==> config.mk <==
export PLATFORM = sky130hd
export DESIGN_NAME = bus_bridge_uart_master
export DESIGN_NICKNAME = d
export VERILOG_FILES = /design/src/rtl/bridge_pkg.sv /design/src/rtl/bridge_frame_buf.sv /design/src/rtl/bus_bridge_uart_master.sv
export SDC_FILE = /design/constraint.sdc
export NUM_CORES = 1
export LEC_CHECK = 0
export BUFFER_PORTS_ARGS = -buffer_cell sky130_fd_sc_hd__buf_4
export CAP_MARGIN = 20
export CORE_MARGIN = 1
export CORE_UTILIZATION = 35
export CTS_BUF_LIST = sky130_fd_sc_hd__clkbuf_4 sky130_fd_sc_hd__clkbuf_8
export CTS_CLUSTER_DIAMETER = 150
export DETAILED_ROUTE_END_ITERATION = 10
export GPL_TIMING_DRIVEN = 0
export HOLD_SLACK_MARGIN = 0.06
export PLACE_DENSITY = 0.68
export SYNTH_ARGS = -nofsm -noshare
export SYNTH_HDL_FRONTEND = slang
export SYNTH_HIERARCHICAL = 1
export SYNTH_SLANG_ARGS = --single-unit
==> constraint.sdc <==
create_clock -name clk -period 2.3 [get_ports clk]
set_clock_uncertainty 0.2 [all_clocks]
set_input_delay 0.46 -clock clk [delete_from_list [all_inputs] [get_ports clk]]
set_output_delay 0.46 -clock clk [all_outputs]
set_load 0.05 [all_outputs]
==> src/rtl/bridge_pkg.sv <==
// Shared definitions for the UART bus bridge: frame layout, error response,
// and the master-side FSM state encoding.
package bridge_pkg;

    // Frame field offsets. The address starts at bit 0; three spare bits sit
    // between the address and the write data, followed by the mode bit.
    localparam int ADDR_LSB = 0;

    function automatic int wdata_lsb(input int addr_w);
        return addr_w + 3;
    endfunction

    function automatic int mode_bit(input int addr_w, input int data_w);
        return addr_w + 3 + data_w;
    endfunction

    // Response word returned when a read is aborted by timeout.
    localparam logic [15:0] RESP_ERR = 16'hFFFF;

    typedef enum logic [1:0] {
        IDLE  = 2'd0,
        REQ   = 2'd1,
        RSEND = 2'd2,
        RWAIT = 2'd3
    } state_e;

endpackage

==> src/rtl/bridge_frame_buf.sv <==
// One-entry buffer for decoded request frames. A push lands if the entry is
// empty or is being popped in the same cycle; otherwise the frame is dropped
// and the sticky overflow flag is raised.
module bridge_frame_buf #(
    parameter int FRAME_W = 21
) (
    input  logic               clk,
    input  logic               rstn,
    input  logic               push,
    input  logic [FRAME_W-1:0] push_data,
    input  logic               pop,
    output logic               full,
    output logic [FRAME_W-1:0] pop_data,
    output logic               ovf
);

    logic               full_q, full_d;
    logic [FRAME_W-1:0] data_q, data_d;
    logic               ovf_q, ovf_d;

    // Next-state for occupancy, stored frame and overflow flag.
    always_comb begin
        full_d = full_q;
        data_d = data_q;
        ovf_d  = ovf_q;
        if (pop) begin
            full_d = 1'b0;
        end
        if (push) begin
            if (!full_q || pop) begin
                full_d = 1'b1;
                data_d = push_data;
            end else begin
                ovf_d = 1'b1;
            end
        end
    end

    // Buffer registers with synchronous active-low reset.
    always_ff @(posedge clk) begin
        if (!rstn) begin
            full_q <= 1'b0;
            data_q <= '0;
            ovf_q  <= 1'b0;
        end else begin
            full_q <= full_d;
            data_q <= data_d;
            ovf_q  <= ovf_d;
        end
    end

    assign full     = full_q;
    assign pop_data = data_q;
    assign ovf      = ovf_q;

endmodule

==> src/rtl/bus_bridge_uart_master.sv <==
// Remote end of the UART bus bridge: decodes request frames, issues them one
// at a time on the master-request interface, and returns read responses to
// the UART transmitter.
module bus_bridge_uart_master
    import bridge_pkg::*;
#(
    parameter int DATA_WIDTH     = 8,
    parameter int ADDR_WIDTH     = 12,
    parameter int TIMEOUT_CYCLES = 1024
) (
    input  logic                  clk,
    input  logic                  rstn,
    input  logic [31:0]           rx_frame,
    input  logic                  rx_ready,
    output logic [15:0]           tx_data,
    output logic                  tx_en,
    input  logic                  tx_busy,
    output logic                  m_req,
    output logic                  m_wen,
    output logic [ADDR_WIDTH-1:0] m_addr,
    output logic [DATA_WIDTH-1:0] m_wdata,
    input  logic                  m_ack,
    input  logic [DATA_WIDTH-1:0] m_rdata,
    output logic                  busy,
    output logic                  ovf,
    output logic                  tmo
);

    localparam int WDATA_LSB = wdata_lsb(ADDR_WIDTH);
    localparam int MODE_BIT  = mode_bit(ADDR_WIDTH, DATA_WIDTH);
    localparam int FRAME_W   = ADDR_WIDTH + DATA_WIDTH + 1;
    localparam int CNT_W     = $clog2(TIMEOUT_CYCLES);

    // Only the decoded fields are buffered; spare and upper frame bits are
    // gathered here so they are visibly discarded.
    logic unused_frame_bits;
    if (MODE_BIT < 31) begin : g_upper
        assign unused_frame_bits = ^{rx_frame[31:MODE_BIT+1], rx_frame[WDATA_LSB-1:ADDR_WIDTH]};
    end else begin : g_no_upper
        assign unused_frame_bits = ^rx_frame[WDATA_LSB-1:ADDR_WIDTH];
    end

    logic [FRAME_W-1:0] push_data;
    logic [FRAME_W-1:0] pop_data;
    logic               buf_full;
    logic               pop;

    assign push_data = {rx_frame[MODE_BIT],
                        rx_frame[WDATA_LSB +: DATA_WIDTH],
                        rx_frame[ADDR_LSB +: ADDR_WIDTH]};

    bridge_frame_buf #(
        .FRAME_W (FRAME_W)
    ) u_buf (
        .clk       (clk),
        .rstn      (rstn),
        .push      (rx_ready),
        .push_data (push_data),
        .pop       (pop),
        .full      (buf_full),
        .pop_data  (pop_data),
        .ovf       (ovf)
    );

    state_e                state_q, state_d;
    logic                  m_req_q, m_req_d;
    logic                  m_wen_q, m_wen_d;
    logic [ADDR_WIDTH-1:0] m_addr_q, m_addr_d;
    logic [DATA_WIDTH-1:0] m_wdata_q, m_wdata_d;
    logic [15:0]           tx_data_q, tx_data_d;
    logic [CNT_W-1:0]      cnt_q, cnt_d;
    logic                  tmo_q, tmo_d;

    // Next-state and register updates for the transaction FSM. The counter
    // measures the wait for m_ack in REQ and the busy-handshake wait in RWAIT.
    always_comb begin
        state_d   = state_q;
        m_req_d   = m_req_q;
        m_wen_d   = m_wen_q;
        m_addr_d  = m_addr_q;
        m_wdata_d = m_wdata_q;
        tx_data_d = tx_data_q;
        cnt_d     = cnt_q;
        tmo_d     = tmo_q;
        pop       = 1'b0;
        case (state_q)
            IDLE: begin
                if (buf_full) begin
                    pop       = 1'b1;
                    m_addr_d  = pop_data[ADDR_WIDTH-1:0];
                    m_wdata_d = pop_data[ADDR_WIDTH +: DATA_WIDTH];
                    m_wen_d   = pop_data[FRAME_W-1];
                    m_req_d   = 1'b1;
                    cnt_d     = '0;
                    state_d   = REQ;
                end
            end
            REQ: begin
                if (m_ack) begin
                    m_req_d = 1'b0;
                    cnt_d   = '0;
                    if (m_wen_q) begin
                        state_d = IDLE;
                    end else begin
                        tx_data_d = 16'(m_rdata);
                        state_d   = RSEND;
                    end
                end else if (cnt_q == CNT_W'(TIMEOUT_CYCLES - 1)) begin
                    m_req_d = 1'b0;
                    tmo_d   = 1'b1;
                    cnt_d   = '0;
                    if (m_wen_q) begin
                        state_d = IDLE;
                    end else begin
                        tx_data_d = RESP_ERR;
                        state_d   = RSEND;
                    end
                end else begin
                    cnt_d = cnt_q + CNT_W'(1);
                end
            end
            RSEND: begin
                if (!tx_busy) begin
                    cnt_d   = '0;
                    state_d = RWAIT;
                end
            end
            RWAIT: begin
                if (tx_busy || cnt_q == CNT_W'(1)) begin
                    state_d = IDLE;
                end else begin
                    cnt_d = cnt_q + CNT_W'(1);
                end
            end
            default: state_d = IDLE;
        endcase
    end

    // FSM and output registers with synchronous active-low reset.
    always_ff @(posedge clk) begin
        if (!rstn) begin
            state_q   <= IDLE;
            m_req_q   <= 1'b0;
            m_wen_q   <= 1'b0;
            m_addr_q  <= '0;
            m_wdata_q <= '0;
            tx_data_q <= '0;
            cnt_q     <= '0;
            tmo_q     <= 1'b0;
        end else begin
            state_q   <= state_d;
            m_req_q   <= m_req_d;
            m_wen_q   <= m_wen_d;
            m_addr_q  <= m_addr_d;
            m_wdata_q <= m_wdata_d;
            tx_data_q <= tx_data_d;
            cnt_q     <= cnt_d;
            tmo_q     <= tmo_d;
        end
    end

    // The launch strobe fires in the first RSEND cycle the transmitter is
    // free, so a read ack reaches tx_en one cycle later when tx_busy is low.
    assign tx_en   = (state_q == RSEND) && !tx_busy;
    assign tx_data = tx_data_q;
    assign m_req   = m_req_q;
    assign m_wen   = m_wen_q;
    assign m_addr  = m_addr_q;
    assign m_wdata = m_wdata_q;
    assign tmo     = tmo_q;
    assign busy    = (state_q != IDLE) || buf_full;

endmodule

==> reports/summary.txt <==
Synth async-reset ratio = 0%
drt initial violations = 67
Setup CP Type = flop to flop
RR Startpoint = cnt_q[0]
R2R Path End = cnt_q[5]
peak supply drop = 0.0003097 V
GRT Overall Usage = 16.03%
core area = 0.007727 mm2
post_cts resized = 0
Die H = 91.33 um
Critical Path RT = 2.38 ns
crit path DAT = 2.19 ns
clock buffer depth = 2
R2R cell count = 7
most numerous cell in the Yosys netlist = nand2_1
leading post-synthesis cells by cell area = dfxtp_1 (48%), nand2_1 (13%), mux2i_1 (7.5%)
post-route ant nets = 0
antenna violations before repair = 0
Inserted Diodes = 0
DR WL/cell = 12.38 um
outcome = finished, final reports clean
worst setup path start = cnt_q[0]
TNS Setup = 0 ns
Via density = 4.741
Adder-Cell Fraction of Synth Area = 0.8961%
vias in the first global route = 2189
gpl congestion = 0.8391
WL final = 6316 um
Yosys reg bits = 67
Synth warnings = 6
clk slew on worst S/H paths = 0.07 ns
Starting Density = 36.14%
largest family of logic cells by synthesized area = simple AND/OR/NAND/NOR gates
Post-synth EDFFs = 0
Period Utilization, post-route = 91.83%
pin count of the biggest net entering global routing = 15
P_leak = 1.576 nW
CTS tree = built
proportion of layout cells with a drive suffix above 1 = 30.15%
post-synthesis cell area = 0.002793 mm2
CP Capture Point = cnt_q[5]
Area Growth Syn to Fin = 30.47%
Synth Flop Type = dfxtp_1
Synth top area share = 48.03%
final hold viol count = 0
post-DP HPWL = 4579 um
first-pass GRT wire length = 10430 um
CP max FO = 9
PwrDens = 705.6 mW/mm2
fill cell count = 743
minimum clock period = 2.112 ns
Post-Synth Simple-Gate Area = 21.91%
Die Wd = 91.33 um
Pre-antenna DRT Iters = 4
depth of the CTS H-tree = 3
Final Total Pwr = 2.571 mW
final setup violation count = 0
Distinct cells, synth = 45
Synth Area in XOR/XNOR = 1.568%
max-slew violations = 0
nets = 450
DRC = 0
cell type with the highest aggregate area in the netlist = dfxtp_1
R2R setup slack = 0.19 ns
FMAX = 473.5 MHz
multiplexer area fraction after synthesis = 7.527%
Max-slew headroom = 61.47%
Die Area = 0.008340 mm2
commonest cells in the netlist = nand2_1 (96), dfxtp_1 (67), a21oi_1 (26)
CP Launch Type = flop
site row count = 32
total grt overflow = 0
worst slew pin tran = 0.5780 ns
vias = 2418
Crit. End Element = flop
Max Cap Viol = 0
CTS Buf Count = 9
# Post-CTS Setup Buffers = 0
Syn Area/Cell = 8.782 um2
Cells after Synth = 318
clock sinks = 67
Synth Area in Compound Gates = 12.46%
sequential area share after synthesis = 48.03%
IO Port Bufs = 75
insertion delay to the later sink of the worst-skew pair = 0.33 ns
CTS Hold Bufs = 0
IO Pins = 87
Mapped Nets = 365
clock root buffer = clkbuf_8
unrepaired setup endpoints after global routing = no
worst min path class = input pin to flop
[cell type report]
| type | count | area (um2) | share of cell area [%] |
|---|---|---|---|
| multi-input cells | 218 | 1239 | 34.00 |
| clock buffers | 10 | 131.4 | 3.606 |
| flip-flops and latches | 67 | 1341 | 36.81 |
| clock inverters | 6 | 32.53 | 0.8929 |
| repair buffers | 75 | 563.0 | 15.45 |
| well taps | 102 | 127.6 | 3.503 |
| plain buffers | 24 | 178.9 | 4.911 |
| inverters | 8 | 30.03 | 0.8242 |
[power by group]
part	internal, mW	switching [mW]	total, mW	leakage, nW
registers	1.22	0.0394	1.26	0.546
logic	0.190	0.289	0.479	0.941
clock network	0.393	0.435	0.828	0.0890
[critical path, stage by stage (launching register included)]
cell     delay, ns
dfxtp_1       0.35
ha_1          0.22
nand3_1       0.14
nor3_2        0.11
a221o_1       0.34
buf_6         0.14
or4_1         0.49
nand2_1       0.07
[worst min-delay path by stage]
stage,depth (start not counted),from,slack [ns],end
finish,2,rx_ready,0.15,u_buf/full
global route,2,rx_ready,0.15,u_buf/full
CTS,2,rx_ready,0.14,u_buf/full
detailed placement,2,u_buf/pop_data[1],0.24,m_addr[1]
global placement,2,u_buf/pop_data[1],0.24,m_addr[1]
floorplan,2,u_buf/pop_data[10],0.23,m_addr[10]
[routing by layer]
metal | part of all wire, % | vias up | global-route usage, %
li1 | - | 1237 | -
met1 | 48 | 1111 | 20.13
met2 | 47 | 66 | 25.95
met3 | 4.1 | 4 | 3.769
met4 | 0.79 | 0 | 7.407
met5 | 0 | - | 0
[logic make-up (layout without fill, tap and decap cells)]
family                     Yosys count  in the layout
AOI/OAI and AO/OA                   51             51
xor gates and xnor gates             5              5
adders and majority gates            2              2
buffers and inverters               33            123
DFF                                 67             67
muxes                               21             21
and+or+nand+nor                    139            139
[stage by stage]
| step | instances | setup slack [ns] | hold slack, ns | instance area (um2) | utilization, % |
|---|---|---|---|---|---|
| 6_report | 510 | 0.1880 | 0.1537 | 3643 | 47.15 |
| 5_1_grt | 510 | 0.03407 | 0.1504 | 3643 | 47.15 |
| 4_1_cts | 510 | 0.1790 | 0.1371 | 3643 | 47.15 |
| 3_5_place_dp | 495 | 0.01062 | 0.2427 | 3483 | 45.08 |
| 3_3_place_gp | 495 | 0.07968 | 0.2380 | 3483 | 45.08 |
| 2_1_floorplan | 318 | 0.1570 | 0.2321 | 2793 | - |
[layout by cell type, fill, tap and decap left out, types with 2 or more instances in the layout]
master	count
and3_1	2
o221a_2	4
nand4_1	2
clkbuf_1	6
xor2_1	4
o31ai_1	2
ha_1	2
a21oi_1	26
or4_1	2
o221a_1	5
buf_12	2
inv_2	2
clkbuf_8	9
buf_4	82
clkinv_2	5
mux2i_1	21
nand2_1	96
inv_1	6
nor2b_1	2
buf_6	3
o21a_1	2
dfxtp_1	67
a31oi_1	2
or3_1	2
nand3_1	6
buf_2	6
nor2_1	16
o21ai_0	3
[flip-flops by register name, summed over array words and instances (netlist names), named ones only]
signal / count
cnt_q: 10
m_addr: 12
m_req: 1
m_wdata: 8
m_wen: 1
state_q: 1
tmo: 1
tx_data: 9
u_buf/full: 1
u_buf/ovf: 1
u_buf/pop_data: 21
Power figures use the tool's default switching activity.
